`src/rtl/spm_seq.sv`:
```
// -----------------------------------------------------------------------------
// spm_seq -- sequential serial/parallel multiplier (carry-save array).
//
// The multiplicand X is held in parallel. The multiplier Y is consumed one bit
// per cycle, LSB first. Each RUN cycle produces one product bit, LSB first, on
// P_SER. The same bit is shifted into P from the MSB end, so P holds the whole
// product once the stream ends.
//
// Parameters
//   XW      multiplicand width (2..64)
//   YW      multiplier width   (2..64)
//   SIGNED  0 = unsigned operands, 1 = two's-complement operands
//
// Ports
//   CLK     clock, rising edge
//   RST     asynchronous active-low reset
//   START   request, sampled when BUSY=0 (IDLE or FIN)
//   X, Y    operands, captured on an accepted START
//   BUSY    high during the XW+YW RUN cycles
//   P_SER   current product bit; holds its value outside RUN
//   P_VLD   qualifies P_SER (high exactly during RUN)
//   DONE    one-cycle pulse (FIN) after the last product bit
//   P       parallel product, stable from DONE until the next accepted START
// -----------------------------------------------------------------------------
module spm_seq #(
    parameter int XW     = 32,
    parameter int YW     = 32,
    parameter int SIGNED = 0
) (
    input  logic               CLK,
    input  logic               RST,
    input  logic               START,
    input  logic [XW-1:0]      X,
    input  logic [YW-1:0]      Y,
    output logic               BUSY,
    output logic               P_SER,
    output logic               P_VLD,
    output logic               DONE,
    output logic [XW+YW-1:0]   P
);

    localparam int              PW       = XW + YW;
    localparam int              CW       = $clog2(PW + 1);
    localparam logic [CW-1:0]   LAST_CNT = CW'(PW - 1);

    typedef enum logic [1:0] {
        IDLE = 2'd0,
        RUN  = 2'd1,
        FIN  = 2'd2
    } state_t;

    state_t          state_reg;
    state_t          state_next;

    logic [XW-1:0]   x_reg;
    logic [YW-1:0]   y_reg;
    // s_reg[i] is the partial sum travelling into cell i (from cell i+1).
    // The MSB cell has no upper neighbour, so it needs no register.
    logic [XW-2:0]   s_reg;
    logic [XW-1:0]   c_reg;
    logic [CW-1:0]   cnt_reg;
    logic [PW-1:0]   p_reg;
    logic            p_ser_reg;

    logic            accept;
    logic            y_bit;
    logic            y_fill;
    logic            first_cycle;
    logic [XW-1:0]   cell_s;
    logic [XW-1:0]   cell_c;

    assign accept      = START && ((state_reg == IDLE) || (state_reg == FIN));
    assign y_bit       = y_reg[0];
    // Once Y has been shifted out, the multiplier is sign-extended.
    // In unsigned mode it is zero-extended instead.
    assign y_fill      = (SIGNED != 0) ? y_reg[YW-1] : 1'b0;
    assign first_cycle = (cnt_reg == '0);

    // ---------------------------------------------------------------------
    // Carry-save array. Cell i adds three terms:
    //   - its partial-product bit,
    //   - the partial sum coming in from cell i+1,
    //   - its own carry.
    // The carry stays in the cell. The sum moves one place toward the LSB,
    // which makes the accumulator shift right one bit per cycle. Cell 0's
    // sum is the finished product bit for the cycle.
    //
    // Signed correction: X's MSB has negative weight. The MSB cell handles
    // this by inverting its partial-product bit (-z == ~z - 1). Over
    // XW+YW rows, the -1 terms add up to +2^(XW-1) modulo 2^(XW+YW).
    // That constant enters the MSB cell as an incoming sum of 1 in cycle 0.
    // ---------------------------------------------------------------------
    genvar gi;
    generate
        for (gi = 0; gi < XW; gi++) begin : g_cell
            logic       pp;
            logic       sin;
            logic [1:0] tot;

            if (gi == XW - 1) begin : g_msb
                if (SIGNED != 0) begin : g_sgn
                    assign pp  = ~(x_reg[gi] & y_bit);
                    assign sin = first_cycle;
                end else begin : g_uns
                    assign pp  = x_reg[gi] & y_bit;
                    assign sin = 1'b0;
                end
            end else begin : g_mid
                assign pp  = x_reg[gi] & y_bit;
                assign sin = s_reg[gi];
            end

            assign tot        = {1'b0, pp} + {1'b0, sin} + {1'b0, c_reg[gi]};
            assign cell_s[gi] = tot[0];
            assign cell_c[gi] = tot[1];
        end
    endgenerate

    // State register
    always_ff @(posedge CLK or negedge RST) begin
        if (!RST) begin
            state_reg <= IDLE;
        end else begin
            state_reg <= state_next;
        end
    end

    // Next state and outputs
    always_comb begin
        state_next = state_reg;
        BUSY       = 1'b0;
        P_VLD      = 1'b0;
        DONE       = 1'b0;
        P_SER      = p_ser_reg;
        case (state_reg)
            IDLE: begin
                if (START) begin
                    state_next = RUN;
                end
            end
            RUN: begin
                BUSY  = 1'b1;
                P_VLD = 1'b1;
                P_SER = cell_s[0];
                if (cnt_reg == LAST_CNT) begin
                    state_next = FIN;
                end
            end
            FIN: begin
                DONE       = 1'b1;
                state_next = START ? RUN : IDLE;
            end
            default: begin
                state_next = IDLE;
            end
        endcase
    end

    // Datapath
    always_ff @(posedge CLK or negedge RST) begin
        if (!RST) begin
            x_reg     <= '0;
            y_reg     <= '0;
            s_reg     <= '0;
            c_reg     <= '0;
            cnt_reg   <= '0;
            p_reg     <= '0;
            p_ser_reg <= 1'b0;
        end else if (accept) begin
            x_reg   <= X;
            y_reg   <= Y;
            s_reg   <= '0;
            c_reg   <= '0;
            cnt_reg <= '0;
        end else if (state_reg == RUN) begin
            y_reg     <= {y_fill, y_reg[YW-1:1]};
            s_reg     <= cell_s[XW-1:1];
            c_reg     <= cell_c;
            cnt_reg   <= cnt_reg + CW'(1);
            p_reg     <= {cell_s[0], p_reg[PW-1:1]};
            p_ser_reg <= cell_s[0];
        end
    end

    assign P = p_reg;

endmodule
```
`config.mk`:
```
export PLATFORM = sky130hd
export DESIGN_NAME = spm_seq
export DESIGN_NICKNAME = d
export VERILOG_FILES = /design/src/rtl/spm_seq.sv
export SDC_FILE = /design/constraint.sdc
export NUM_CORES = 1
export LEC_CHECK = 0
export BUFFER_PORTS_ARGS = -buffer_cell sky130_fd_sc_hd__buf_4
export CORE_ASPECT_RATIO = 0.7
export CORE_MARGIN = 10
export CORE_UTILIZATION = 25
export CTS_CLUSTER_DIAMETER = 80
export DETAILED_ROUTE_END_ITERATION = 8
export HOLD_SLACK_MARGIN = 0.05
export SYNTH_ARGS = -nofsm -noshare
export SYNTH_HDL_FRONTEND = slang
export SYNTH_SLANG_ARGS = --single-unit
export TNS_END_PERCENT = 50
```
`constraint.sdc`:
```
create_clock -name CLK -period 4 [get_ports CLK]
set_clock_uncertainty 0.1 [all_clocks]
set_input_delay 0.4 -clock CLK [delete_from_list [all_inputs] [get_ports CLK]]
set_output_delay 0.4 -clock CLK [all_outputs]
set_load 0.01 [all_outputs]
```
==> results.txt, run 1 <==
Most common cell in the netlist = nand2_1
Synth top area share = 0.584
Total Routed Length = 21.8 mm
Root Driver = clkbuf_16
Post-CTS Setup Bufs = 0
Routed len/inst = 14.5 um
Req. time, crit path = 3.50 ns
CP Max Fanout = 41
Peak Freq = 360 MHz
Status = completed
Fin crit share = 0.695
Unrepaired setup endpoints after global routing = no
Core Area = 33800 um2
Hold_ws = 0.319 ns
Synth area leader = dfrtp_1
Die width = 242 um
Syn Inst Count = 844
Post-synth EDFFs = 0
Later-pin clock latency in the skew report = 0.51 ns
DRC = 0
Crit path launch type = flop
Crit path kind = reg -> out
Register area share after synthesis = 0.584
Drt pass-1 iters = 4
Ys flop type = dfrtp_1
VDD IR max = 0.000273 V
CTS tree = yes
MaxCap Viol Count = 0
Slew margin rel. = 0.315
Initial antenna violation count = 1
Final setup viols = 0
Vias after detailed routing = 6453
Synth async-reset ratio = 1.00
Avg Cell Area, Syn = 10.2 um2
Synth unique cells = 30
DR iter-0 viols = 527
Period minus WS final = 2.78 ns
Vias per cell = 4.30
Die H = 175 um
Yosys reg bits = 201
Total die area = 42400 um2
Remaining global-route overflow = 0
Post-CTS resize count = 0
Synth area leaders = dfrtp_1 58%, nand2_1 15%, fa_1 7.2%, o2bb2ai_1 4.7%, a22oi_1 2.7%
CTS clock-pin slew for the worst setup and hold paths = 0.06 ns
CP arrival = 2.28 ns
Final hold violation count = 0
Dpl cells = 1397
Sink Count = 201
H-tree level count = 1
Pwr/cell area = 730 nW/um2
Rows = 56
Register area = 5030 um2
Layout cells sized above 1 = 0.176
Post-DRT Antenna Nets = 0
Fin cells = 1502
First-pass GRT wire length = 36.2 mm
Starting Density = 0.255
Yosys warns = 0
Routability cong. = 0.712
HPWL after detailed placement = 13.8 mm
Nets = 1122
Largest net degree at the start of global routing = 102
Worst min path class = in -> reg
Synth-to-layout area growth = 33.0%
Clock Path Buffers = 3
# port buffers = 134
Final TNS setup = 0 ns
CP Capture Type = output port
Vias in the first global route = 6666
I/O pin count = 135
Multi-input logic area = 3140 um2
Actual slew at the worst max-slew pin = 1.03 ns
P_leak = 5.57 nW
Slew Viols, Final = 0
Syn_nets = 944
GRT Overall Usage = 0.102
Num CTS Buffers = 22
Synth cell count leaders = 349 x nand2_1, 201 x dfrtp_1, 46 x inv_1, 46 x o2bb2ai_1, 34 x nand3_1
Synth Cell Area = 8610 um2
Max reg flops = 64
Filler cells = 3405
[final timing paths]
path / from / end / slack, ns / cells past startpoint
max: state_reg[0]$_DFFE_PN0P_ / BUSY / 1.22 / 4
min: START / s_reg[0]$_DFFE_PN0P_ / 0.32 / 4
min in group asynchronous: RST / P[47]$_DFFE_PN0P_ / 0.49 / 2
max in group asynchronous: RST / c_reg[5]$_DFFE_PN0P_ / 2.50 / 3
min reg2reg: x_reg[0]$_DFFE_PN0P_ / x_reg[0]$_DFFE_PN0P_ / 0.37 / 2
max reg2reg: state_reg[0]$_DFFE_PN0P_ / c_reg[16]$_DFFE_PN0P_ / 1.83 / 5
[logic make-up after synthesis]
group	after synthesis	share of synthesized area
AO/OA/AOI/OAI	102	0.0980
XOR/XNOR	1	0.00102
adder cells (fa/ha/maj)	33	0.0749
buffers and inverters	102	0.0539
flip-flops	201	0.584
multiplexers	2	0.00232
AND/OR/NAND/NOR	403	0.186
[worst max-delay path, stage by stage, from the launching register on]
cell	delay, ns
dfrtp_1	0.47
nand2b_4	0.22
inv_4	0.38
buf_4	0.46
buf_4	0.20
[cells in the final DEF (no fill, tap or decap), types with 2 or more instances in the layout]
| cell type | netlist | layout |
|---|---|---|
| nand2_1 | 349 | 349 |
| o21ai_0 | 2 | 2 |
| and2_1 | 9 | 9 |
| o2bb2ai_1 | 46 | 46 |
| nand3_1 | 34 | 34 |
| clkinv_2 | 0 | 4 |
| fa_1 | 31 | 31 |
| buf_4 | 7 | 141 |
| a22oi_1 | 31 | 31 |
| clkbuf_8 | 0 | 5 |
| mux2i_1 | 2 | 2 |
| clkbuf_16 | 0 | 23 |
| dlygate4sd3_1 | 0 | 65 |
| inv_1 | 46 | 46 |
| nor3_1 | 2 | 2 |
| clkbuf_1 | 16 | 5 |
| bufinv_16 | 0 | 3 |
| ha_1 | 2 | 2 |
| dfrtp_1 | 201 | 201 |
| a22o_1 | 19 | 19 |
| buf_12 | 0 | 2 |
[through the flow]
stage / worst slack (ns) / utilization / cell area [um2] / power (mW)
after floorplan: 2.15 / - / 8610 / 5.22
final: 1.22 / 0.339 / 11500 / 8.37
after detailed placement: 1.75 / 0.297 / 10000 / 6.27
after global placement: 1.77 / 0.297 / 10000 / 6.17
after global routing: 1.06 / 0.339 / 11500 / 9.10
after CTS: 1.19 / 0.339 / 11500 / 8.53
[timing repair]
action | in CTS | in global routing
setup endpoints to repair | 0 | 0
hold buffers | 65 | 0
endpoints found under the hold margin | 163 | 0
[metal layers]
metal / vias to the layer above / GRT usage / wire (um)
li1: 3082 / - / -
met1: 3187 / 0.147 / 10800
met2: 154 / 0.153 / 9490
met3: 30 / 0.0249 / 1140
met4: 0 / 0.0206 / 349
met5: - / 0 / 0
[power breakdown]
part           switching, mW  internal (mW)  leakage (nW)
Sequential             0.569           2.88          2.59
Combinational           1.61           1.17          2.60
Clock                  0.826           1.32         0.376
[layout make-up]
cell class | count | area share
diodes | 1 | 0.000218
clock buffers | 32 | 0.0567
clock inverters | 7 | 0.00961
inverters | 47 | 0.0156
multi-input cells | 541 | 0.274
flip-flops and latches | 201 | 0.439
well taps | 464 | 0.0507
repair buffers | 209 | 0.154
No activity file was read; power rests on OpenSTA's default activity.
==> inputs of run 2 (changes only) <==
clock period = 2.35 ns   (was 4 ns; I/O delays follow)
==> run 2 against run 1 <==
  * Non-clock buffer count grew 12
  * Critical path type unchanged
  * Die area unchanged
  * Count of clock-buffer cells in the layout increased by 1
  * Register-to-register slack got worse by 1.3 ns
  * Combinational power is 79% higher
  * Largest power group unchanged
==> results.txt, run 2 (synthesis gave the netlist of run 1 again) <==
CTS tree = yes (unchanged)
Later-pin clock latency in the skew report = 0.51 ns (about the same)
Vias in the first global route = 6853 (was 6666)
Actual slew at the worst max-slew pin = 0.571 ns (was 1.03 ns)
Num CTS Buffers = 22 (unchanged)
VDD IR max = 0.000409 V (was 0.000273 V)
Pwr/cell area = 1260 nW/um2 (was 730 nW/um2)
Routability cong. = 0.730 (was 0.712)
Total die area = 42400 um2 (unchanged)
WHS Path Cells = 3 (was 4)
Root Driver = clkbuf_16 (unchanged)
R2R depth = 4 (was 5)
CP max-delay cell = fa_1 (was dfrtp_1)
Hold EP = cnt_reg[2]$_DFFE_PN0P_ (was s_reg[0]$_DFFE_PN0P_)
Dpl ws = 0.527 ns (was 1.75 ns)
Final hold violation count = 0 (unchanged)
Post-DRT Antenna Nets = 0 (unchanged)
Worst path bufs/invs = 1 (was 3)
MaxCap Viol Count = 0 (unchanged)
I/O pin count = 135 (unchanged)
Sink Count = 201 (unchanged)
Die width = 242 um (unchanged)
Rows = 56 (unchanged)
CP Max Fanout = 4 (was 41)
Remaining global-route overflow = 0 (unchanged)
CP most frequent cell = nand2_1 (was buf_4)
Clock Path Buffers = 3 (unchanged)
Vias after detailed routing = 6554 (was 6453)
HPWL after detailed placement = 14.4 mm (was 13.8 mm)
Slew Viols, Final = 0 (unchanged)
Period minus WS final = 2.20 ns
Crit path kind = reg -> out (unchanged)
RR Startpoint = y_reg[0]$_DFFE_PN0P_ (was state_reg[0]$_DFFE_PN0P_)
Core Area = 33800 um2 (unchanged)
Die H = 175 um (unchanged)
RR Endpoint = s_reg[22]$_DFFE_PN0P_ (was c_reg[16]$_DFFE_PN0P_)
P_leak = 5.68 nW (was 5.57 nW)
Crit path launch type = flop (unchanged)
Vias per cell = 4.33 (was 4.30)
Starting Density = 0.255 (unchanged)
Nets = 1134 (was 1122)
# port buffers = 134 (unchanged)
Final worst slack = 0.152 ns (was 1.22 ns)
Flop-to-flop setup slack = 0.56 ns (was 1.83 ns)
CP Capture Type = output port (unchanged)
Status = completed (unchanged)
H-tree level count = 1 (unchanged)
Largest net degree at the start of global routing = 102 (unchanged)
First-pass GRT wire length = 37.2 mm (was 36.2 mm)
Req. time, crit path = 2.02 ns (was 3.50 ns)
Unrepaired setup endpoints after global routing = no (unchanged)
DRC = 0 (unchanged)
Fin crit share = 0.935
Crit-path max cell delay = 0.47 ns (about the same)
Slew margin rel. = 0.619 (was 0.315)
Commonest cells after routing, fill and taps aside = 349 x nand2_1, 201 x dfrtp_1, 148 x buf_4 (was 349 x nand2_1, 201 x dfrtp_1, 141 x buf_4)
CP delay by family, top = adder cells (was buffers and inverters)
Post-CTS Setup Bufs = 0 (unchanged)
Drt pass-1 iters = 6 (was 4)
Initial antenna violation count = 0 (was 1)
Cell Chain, Critical Path = and2_1, fa_1, nand2_1, nand2_1, buf_4 (was nand2b_4, inv_4, buf_4, buf_4)
Peak Freq = 455 MHz
Total Routed Length = 22.9 mm (was 21.8 mm)
Layout cells sized above 1 = 0.188 (was 0.176)
DR iter-0 viols = 382 (was 527)
Inserted Diodes = 0 (was 1)
CTS clock-pin slew for the worst setup and hold paths = 0.06 ns (about the same)
Final TNS setup = 0 ns (unchanged)
GRT Overall Usage = 0.104 (was 0.102)
Worst min path class = in -> reg (unchanged)
HP Start = START (unchanged)
Max reg flops = 64 (unchanged)
Final setup viols = 0 (unchanged)
Synth-to-layout area growth = 35.5% (was 33.0%)
Routed len/inst = 15.1 um (was 14.5 um)
Cell depth of the worst setup path = 5 (was 4)
Commonest non-fill, non-tap cell in the layout = nand2_1 (unchanged)
CP arrival = 1.86 ns (was 2.28 ns)
run 2: cell types whose count changed in the layout (fill, tap and decap cells not counted), sizes merged:
cell / delta
buf: +11
bufinv: +1
clkbuf: +2
clkinv: -2
diode: -1
inv: +1
run 2: stage by stage:
| stage | std cells | utilization | area, um2 | power (mW) | hold slack [ns] |
|---|---|---|---|---|---|
| 2_1_floorplan | 844 | - | 8610 | 8.89 | -0.161 |
| 3_3_place_gp | 1408 | 0.301 | 10200 | 10.6 | 0.131 |
| 3_5_place_dp | 1408 | 0.301 | 10200 | 10.9 | 0.136 |
| 4_1_cts | 1513 | 0.345 | 11600 | 14.9 | 0.130 |
| 5_1_grt | 1514 | 0.346 | 11700 | 15.9 | 0.150 |
| 6_report | 1514 | 0.346 | 11700 | 14.7 | 0.151 |
run 2: area by class of cell:
cell class                 count  area, um2
clock buffer                  33        673
timing repair buffer         221       1930
fill                        3468      22100
tap                          464        581
inverter                      47        179
clock inverter                 7        139
sequential                   201       5030
multi-input combinational    541       3140
run 2: routing by layer:
layer	part of all wire	vias up	GRT usage
met5	0	-	0
li1	-	3110	-
met4	0.017	0	0.0201
met3	0.049	27	0.0250
met2	0.45	144	0.163
met1	0.49	3273	0.145
run 2: worst min-delay path, stage by stage:
cell     delay, ns
buf_4         0.14
nor2b_4       0.21
nor2_1        0.13
run 2: power by group:
group / leakage, nW / internal, mW / switching [mW]
clock: 0.400 / 2.42 / 1.44
sequential: 2.59 / 4.90 / 0.978
combinational: 2.69 / 2.14 / 2.83
run 2: worst max-delay path by stage:
stage                        startpoint                     to  slack (ns)
2_1_floorplan      y_reg[0]$_DFFE_PN0P_                  P_SER        0.66
4_1_cts        state_reg[0]$_DFFE_PN0P_                  P_SER        0.05
3_5_place_dp       y_reg[0]$_DFFE_PN0P_  s_reg[22]$_DFFE_PN0P_        0.53
6_report           y_reg[0]$_DFFE_PN0P_                  P_SER        0.15
5_1_grt        state_reg[0]$_DFFE_PN0P_                   BUSY        0.05
3_3_place_gp       y_reg[0]$_DFFE_PN0P_  s_reg[21]$_DFFE_PN0P_        0.57
run 2: timing repair:
item	4_1_cts	5_1_grt
gates resized for setup	0	1
hold buffers	65	0
hold endpoints to repair	258	0
setup endpoints to repair	0	1
